`src/rtl/uart_line_buffer.sv`:
```
// uart_line_buffer
//
// Receive-store-transmit controller between the uart core and the debounce
// button path. Received bytes are case-converted (CASE_MODE) and stored in a
// circular FIFO. A rising edge on the debounced button drains the FIFO back
// out through the uart transmitter, one byte at a time. Bytes received while
// a drain is running are appended and sent in the same drain.
//
// Optional feature macro: LINEBUF_AUTOSEND_EN
//   When defined, a received byte equal to EOL_CHAR (raw, before conversion)
//   starts a drain one cycle later, exactly as a button edge would.
//
// Parameters:
//   DEPTH     FIFO entries, power of two, >= 4
//   ADDR_W    log2(DEPTH)
//   CASE_MODE 0 pass-through, 1 lower->upper, 2 upper->lower
//   EOL_CHAR  end-of-line byte for the auto-send feature
//
// Ports:
//   clk             in   system clock
//   reset           in   synchronous active-high reset
//   btn_pressed     in   debounced button level
//   received        in   one-cycle pulse, rx_byte valid in the same cycle
//   rx_byte         in   received byte
//   is_transmitting in   uart transmitter busy
//   transmit        out  request uart to send tx_byte
//   tx_byte         out  byte to transmit (8'h00 while idle)
//   count           out  stored bytes, 0..DEPTH
//   empty           out  count == 0
//   full            out  count == DEPTH
//   overflow        out  sticky, a byte was dropped because the FIFO was full
//   busy            out  drain in progress

module uart_line_buffer #(
    parameter int          DEPTH     = 256,
    parameter int          ADDR_W    = 8,
    parameter int          CASE_MODE = 1,
    parameter logic [7:0]  EOL_CHAR  = 8'h0D
) (
    input  logic              clk,
    input  logic              reset,
    input  logic              btn_pressed,
    input  logic              received,
    input  logic [7:0]        rx_byte,
    input  logic              is_transmitting,
    output logic              transmit,
    output logic [7:0]        tx_byte,
    output logic [ADDR_W:0]   count,
    output logic              empty,
    output logic              full,
    output logic              overflow,
    output logic              busy
);

    typedef enum logic [1:0] {
        S_IDLE,
        S_WAIT,
        S_SEND,
        S_POP
    } state_t;

    localparam logic [ADDR_W:0]   FULL_CNT = {1'b1, {ADDR_W{1'b0}}};
    localparam logic [ADDR_W:0]   CNT_ONE  = {{ADDR_W{1'b0}}, 1'b1};
    localparam logic [ADDR_W-1:0] PTR_ONE  = {{(ADDR_W-1){1'b0}}, 1'b1};

    state_t              state_q, state_d;
    logic [ADDR_W-1:0]   wr_ptr_q, wr_ptr_d;
    logic [ADDR_W-1:0]   rd_ptr_q, rd_ptr_d;
    logic [ADDR_W:0]     count_q, count_d;
    logic                overflow_q, overflow_d;
    logic                btn_q;
    logic [7:0]          mem [DEPTH];

    logic                push;
    logic                pop;
    logic                start;

    // Case conversion only touches the letter range selected by CASE_MODE.
    function automatic logic [7:0] conv(input logic [7:0] b);
        logic [7:0] r;
        r = b;
        if (CASE_MODE == 1 && b >= 8'h61 && b <= 8'h7A) begin
            r = b - 8'h20;
        end else if (CASE_MODE == 2 && b >= 8'h41 && b <= 8'h5A) begin
            r = b + 8'h20;
        end
        return r;
    endfunction

    assign empty    = (count_q == '0);
    assign full     = (count_q == FULL_CNT);
    assign count    = count_q;
    assign overflow = overflow_q;
    assign busy     = (state_q != S_IDLE);
    assign tx_byte  = busy ? mem[rd_ptr_q] : 8'h00;

    // full is judged on the pre-pop count, so a push while full is dropped
    // even if a pop happens in the same cycle.
    assign push = received & ~full;
    assign pop  = (state_q == S_POP);

`ifdef LINEBUF_AUTOSEND_EN
    // The EOL trigger is registered so it behaves like a start one cycle
    // after the byte, and fires even when the byte itself was dropped.
    logic eol_q;

    always_ff @(posedge clk) begin
        if (reset) begin
            eol_q <= 1'b0;
        end else begin
            eol_q <= received & (rx_byte == EOL_CHAR);
        end
    end

    assign start = (btn_pressed & ~btn_q) | eol_q;
`else
    logic [7:0] unused_eol;
    assign unused_eol = EOL_CHAR;
    assign start      = btn_pressed & ~btn_q;
`endif

    always_comb begin
        wr_ptr_d   = push ? wr_ptr_q + PTR_ONE : wr_ptr_q;
        rd_ptr_d   = pop  ? rd_ptr_q + PTR_ONE : rd_ptr_q;
        count_d    = count_q;
        if (push && !pop) begin
            count_d = count_q + CNT_ONE;
        end else if (!push && pop) begin
            count_d = count_q - CNT_ONE;
        end
    end

    // Drain FSM; POP looks at the post-pop count so bytes pushed during the
    // drain keep it running.
    always_comb begin
        state_d  = state_q;
        transmit = 1'b0;
        case (state_q)
            S_IDLE: begin
                if (start && !empty) begin
                    state_d = S_WAIT;
                end
            end
            S_WAIT: begin
                transmit = 1'b1;
                if (is_transmitting) begin
                    state_d = S_SEND;
                end
            end
            S_SEND: begin
                if (!is_transmitting) begin
                    state_d = S_POP;
                end
            end
            S_POP: begin
                state_d = (count_d == '0) ? S_IDLE : S_WAIT;
            end
            default: state_d = S_IDLE;
        endcase
    end

    // A drop in the same cycle as a drain start still leaves overflow set,
    // since that byte is lost after the drain began.
    always_comb begin
        overflow_d = overflow_q;
        if (state_q == S_IDLE && state_d == S_WAIT) begin
            overflow_d = 1'b0;
        end
        if (received && full) begin
            overflow_d = 1'b1;
        end
    end

    always_ff @(posedge clk) begin
        if (reset) begin
            state_q    <= S_IDLE;
            wr_ptr_q   <= '0;
            rd_ptr_q   <= '0;
            count_q    <= '0;
            overflow_q <= 1'b0;
            btn_q      <= 1'b0;
        end else begin
            state_q    <= state_d;
            wr_ptr_q   <= wr_ptr_d;
            rd_ptr_q   <= rd_ptr_d;
            count_q    <= count_d;
            overflow_q <= overflow_d;
            btn_q      <= btn_pressed;
        end
    end

    // Storage is not reset; the pointers define which entries are valid.
    always_ff @(posedge clk) begin
        if (push) begin
            mem[wr_ptr_q] <= conv(rx_byte);
        end
    end

endmodule
```
`config.mk`:
```
export PLATFORM = sky130hd
export DESIGN_NAME = uart_line_buffer
export DESIGN_NICKNAME = d
export VERILOG_FILES = /design/src/rtl/uart_line_buffer.sv
export SDC_FILE = /design/constraint.sdc
export NUM_CORES = 2
export LEC_CHECK = 0
export BUFFER_PORTS_ARGS = -buffer_cell sky130_fd_sc_hd__buf_4
export CORE_MARGIN = 2
export CORE_UTILIZATION = 45
export CTS_BUF_LIST = sky130_fd_sc_hd__clkbuf_4
export DETAILED_ROUTE_END_ITERATION = 7
export REMOVE_ABC_BUFFERS = 1
export SETUP_SLACK_MARGIN = 0.4
export SLEW_MARGIN = 20
export SYNTH_ARGS = -nofsm -noshare
export SYNTH_HDL_FRONTEND = slang
export SYNTH_SLANG_ARGS = --single-unit
export TNS_END_PERCENT = 1
```
`constraint.sdc`:
```
create_clock -name clk -period 25.3 [get_ports clk]
set_input_delay 5.06 -clock clk [delete_from_list [all_inputs] [get_ports clk]]
set_output_delay 5.06 -clock clk [all_outputs]
set_load 0.1 [all_outputs]
```
---- Yosys cells after proc, flatten, opt, wreduce, memory -nomap -nowiden ----
Memory sizes are Yosys's and may differ from the RTL's. A register that Yosys moved wholly into a read port is not among the register bits.
Index checks and enable logic that the tools add are counted.
operators by class
  bitwise operators ....................... 4
  reductions and logical operators ........ 14
  magnitude comparators ................... 2
  $add $sub $neg .......................... 5
  eq/ne operators ......................... 5
  mux-type cells .......................... 17
operators with widths
  cell                 number
  $mux 8               5
  $logic_not 9->1      2
  $mux 9               2
  $add 8x1->8 const B  2
  $add 9x1->9 const B  1
  $eq 9x9->1 const B   1
  $sub 9x1->9 const B  1
  $ge 8x7->1 const B   1
  $le 8x7->1 const B   1
  $pmux 2 s4           1
  $sub 8x6->8 const B  1
  $logic_and 1x1->1    6
  $mux 1               6
  $mux 2               3
  $eq 2x1->1 const B   2
  $eq 2x2->1 const B   2
  $reduce_bool 2->1    2
  $logic_not 1->1      3
  $and 1x1->1          2
  $logic_not 2->1      1
  $not 1->1            2
word-level totals
  memories ................................ 1
  input bits .............................. 13
  bits in writable memories ............... 2,048
  output and inout bits ................... 22
  register bits ........................... 29
memory list
  name  depth  width  rd ports  clocked after memory_dff  wr ports  RTL line  source
  mem   256    8      1         1                         1         72        logic [7:0] mem [DEPTH];

---- Depth between registers and ports, before layout ----
  depth after elaboration ................. 14
  mapped depth ............................ 12
  depth with buffers taken out ............ 8

---- Worst setup path after synthesis ----
OpenSTA, ideal clock, no wires.
  kind .................................... input-to-reg
  from .................................... input port rx_byte[3]
  to ...................................... memory mem[0][6] (data pin)
  arrival time ............................ 12.648 ns
  setup time .............................. 1.574 ns
  path buffers ............................ 0
  stages on the path ...................... 4
  setup slack ............................. 11.078 ns
  cell sequence ........................... or4_1 o22ai_1 nor4_1 a21oi_1
between the ends
  word-level cells in the longest chain between the ends .. 4
  elaborated cells between the ends (all ways) .. 6
  those cells by class .................... add/sub: 1; order compare: 2; mux: 2; reduce/logical: 1
ends and longest elaborated chain
  element                                          RTL line  source
  start: declaration                               44        input logic [7:0] rx_byte,
  $ge 8x7->1 / $le 8x7->1 (equally long branches)  82        if (CASE_MODE == 1 && b >= 8'h61 && b <= 8'h7A) begin
  $logic_and 1x1->1                                82
  $mux 8 (*)                                       82
  $mux 8 (*)                                       194       if (push) begin
  end: declaration                                 72
Every way passes the cells marked *; elsewhere a longest branch is shown, timed or not. The select of a mux whose other input is x is not followed.

==> flow_metrics.env <==
export IMPL_path_delay_family="buffers and inverters"
export IMPL_fin_skew_ps=96.3
export IMPL_ys_warn_count=0
export IMPL_worstHoldPathCells=2
export IMPL_synth_flop_cell="edfxtp_1"
export IMPL_synth_edf_count=2048
export IMPL_max_stage_delay_ps=840
export IMPL_drive_above_1_share_pct=26.9
export IMPL_clock_latency_ps=1370
export IMPL_cts_tree="done"
export IMPL_netSwitchingPower_mw=1.47
export IMPL_path_max_fanout=46
export IMPL_clk_pin_slew_ps=60
export IMPL_synthArstFlopShare_pct=0
export IMPL_yosysSeqAreaShare_pct=76.0
export IMPL_ioPinCount=35
export IMPL_detailed_place_area_um2=84300
export IMPL_grt_pass1_vias=44600
export IMPL_htreeDepth=6
export IMPL_maxCapViolCount=0
export IMPL_max_freq_ghz=0.0792
export IMPL_die_h_um=431
export IMPL_hpwl_mm=134
export IMPL_grt_antenna_before_repair=8
export IMPL_drcViolationCount=0
export IMPL_vias=44200
export IMPL_initial_core_util_pct=45.3
export IMPL_postSynthCellCount=4178
export IMPL_critPathBufInv=5
export IMPL_ys_ff_latch=2085
export IMPL_first_pass_iters=5
export IMPL_nets=4625
export IMPL_status="completed"
export IMPL_cp_cell_sequence="buf_4, buf_4, buf_4, buf_4, mux2i_1, o221ai_1, o22ai_1, o21ai_0, nand3_1, o22ai_1, buf_4"
export IMPL_min_path_type="register to register"
export IMPL_holdWs_ps=503
export IMPL_rsz0062_at_grt="no"
export IMPL_die_area_um2=186000
export IMPL_grt_util_all_layers_pct=24.4
export IMPL_cp_depth=11
export IMPL_worst_ep_arrival_time_ps=7570
export IMPL_io_buffer_count=34
export IMPL_path_class="register to output pin"
export IMPL_rr_worst_depth=9
export IMPL_cts_sinks=2085
export IMPL_p_total_mw=6.82
export IMPL_clock_path_buffers=4
export IMPL_p_per_area_nw_per_um2=75.0
export IMPL_avgViaCountPerCell=6.04
export IMPL_relSlewSlack_pct=18.6
export IMPL_synth_cell_types=82
export IMPL_p_sw_share_pct=21.6
export IMPL_cts_hold_buf=0
export IMPL_grt_start_max_net_pins=206
export IMPL_setup_viol=0
export IMPL_syn2layout_area_growth_pct=11.0
export IMPL_grt_pass1_wl_mm=322
export IMPL_p_int_mw=5.35
export IMPL_fin_area_um2=90900
export IMPL_power_share_combinational_pct=2.3
export IMPL_power_frac_seq_pct=55.7
export IMPL_gp_congestion=0.863
export IMPL_worst_setup_path_end_kind="output pin"
export IMPL_core_area_um2=181000
export IMPL_drt_iter0_drc=5372
export IMPL_wl_per_cell_um=30.9
export IMPL_period_share_pct=49.9
export IMPL_slew_violations=0
export IMPL_fp_row_count=156
export IMPL_finalHoldViolCount=0
export IMPL_postRouteAntennaNets=0
export IMPL_routed_wl_mm=226
export IMPL_worst_path_max_delay_cell="dfxtp_4"
export IMPL_worst_slew_pin_slew_ps=1210
export IMPL_peakVddDrop_mv=0.0592
export IMPL_cts_resized=0
export IMPL_start_kind="register"
export IMPL_die_x_um=431
export IMPL_pwr_share_clk_pct=42.0
export IMPL_syn_area_um2=81900
export IMPL_root_buffer="clkbuf_4"
export IMPL_numCtsBuffers=549
export IMPL_postCtsSetupRepairBufs=0
export IMPL_p_leak_nw=27.4
export IMPL_avgSynthCellArea_um2=19.6
export IMPL_min_period_ps=12630
export IMPL_grt_overflow=0
export IMPL_cp_required_ps=20240
export IMPL_cpMostUsedCell="buf_4"
## final timing paths
kind,startpoint,slack [ps],end
max,register,12670,tx_byte[4]
min reg2reg,wr_ptr_q[1],500,wr_ptr_q[1]
max reg2reg,count[0],21230,mem[198][1]
min,wr_ptr_q[1],500,wr_ptr_q[1]
## cell families after synthesis
kind of cell	count (synthesis)	share of synthesized area, %
AOI/OAI and AO/OA	476	4.14
xor gates and xnor gates	20	0.214
and+or+nand+nor	648	3.58
buffers and inverters	265	2.21
muxes	673	13.7
DFF	2085	76.0
adders and majority gates	11	0.162
## flip-flops by register name, indices dropped and copies added, names as in the netlist, named ones only
| name | cells |
|---|---|
| mem | 2048 |
| count | 9 |
| wr_ptr_q | 8 |
| state_q | 2 |
| overflow | 1 |
| btn_q | 1 |
| rd_ptr_q | 8 |
## cells in the mapped netlist, types with 36 or more instances
cell / instances / area (µm²)
o22ai_1: 76 / 475
o21ai_0: 59 / 295
buf_2: 70 / 350
clkbuf_1: 74 / 278
dfxtp_1: 37 / 741
mux2i_1: 317 / 3170
a21oi_1: 58 / 290
o221ai_1: 74 / 648
mux4_2: 340 / 7660
nor2_1: 337 / 1260
a22oi_1: 78 / 586
nand2_1: 109 / 409
nand3_1: 40 / 200
buf_4: 36 / 270
nor3_1: 39 / 195
edfxtp_1: 2048 / 61500
## cells in the final DEF, fill, tap and decap left out, types with 13 or more instances in the layout
cell and count:
mux4_1 16, a211oi_1 17, nand4_1 33, nor3_1 39, dfxtp_1 31, mux4_2 340
nor2_1 328, xor2_1 15, clkbuf_4 783, o21ai_0 59, buf_4 114, nand3_1 40
a221oi_1 16, edfxtp_1 2048, inv_2 13, a31oi_1 16, nand2_1 108, a22oi_1 78
o22ai_1 76, nor4_1 14, mux2i_1 317, o221ai_1 74, clkinv_1 71, a21oi_1 57
## final cells by class
class	instances	area (µm²)
clock inverters	106	704
flip-flops and latches	2085	62300
repair buffers	126	1080
well taps	2370	2970
inverters	13	51.3
diodes	7	17.5
clock buffers	783	5880
fillers	14800	89800
multi-input cells	1828	18000
## worst register-to-register path: stages, from the launching register on
cell     delay [ps]
dfxtp_1         510
inv_1           110
ha_1            250
or4bb_4         250
o21a_1          510
nand2_1         110
nor2_1          220
nand2_1         450
buf_4           420
nor2_1          840
## per-stage QoR
step	setup TNS (ps)	worst slack (ps)	utilization (%)	instances
floorplan	-39350	-5760	-	3926
global placement	0	13930	46.6	6421
detailed placement	0	13920	46.6	6421
CTS	0	12430	50.3	7310
global route	0	12150	50.3	7313
finish	0	12670	50.3	7318
## metal layers
layer	up-vias	global-route usage, %	wire [µm]
li1	18400	-	-
met1	23000	33.5	91800
met2	2291	37.4	105000
met3	446	6.12	20600
met4	8	9.71	8090
met5	-	0.260	97
## power groups by stage
stage	sequential (mW)	clock [mW]	combinational, mW
after global routing	3.80	3.10	0.164
after global placement	3.88	0	0.153
after detailed placement	3.88	0	0.156
after CTS	3.80	2.92	0.156
after floorplan	3.89	0	0.0798
final	3.80	2.87	0.155
No activity file was read; power rests on OpenSTA's default activity.
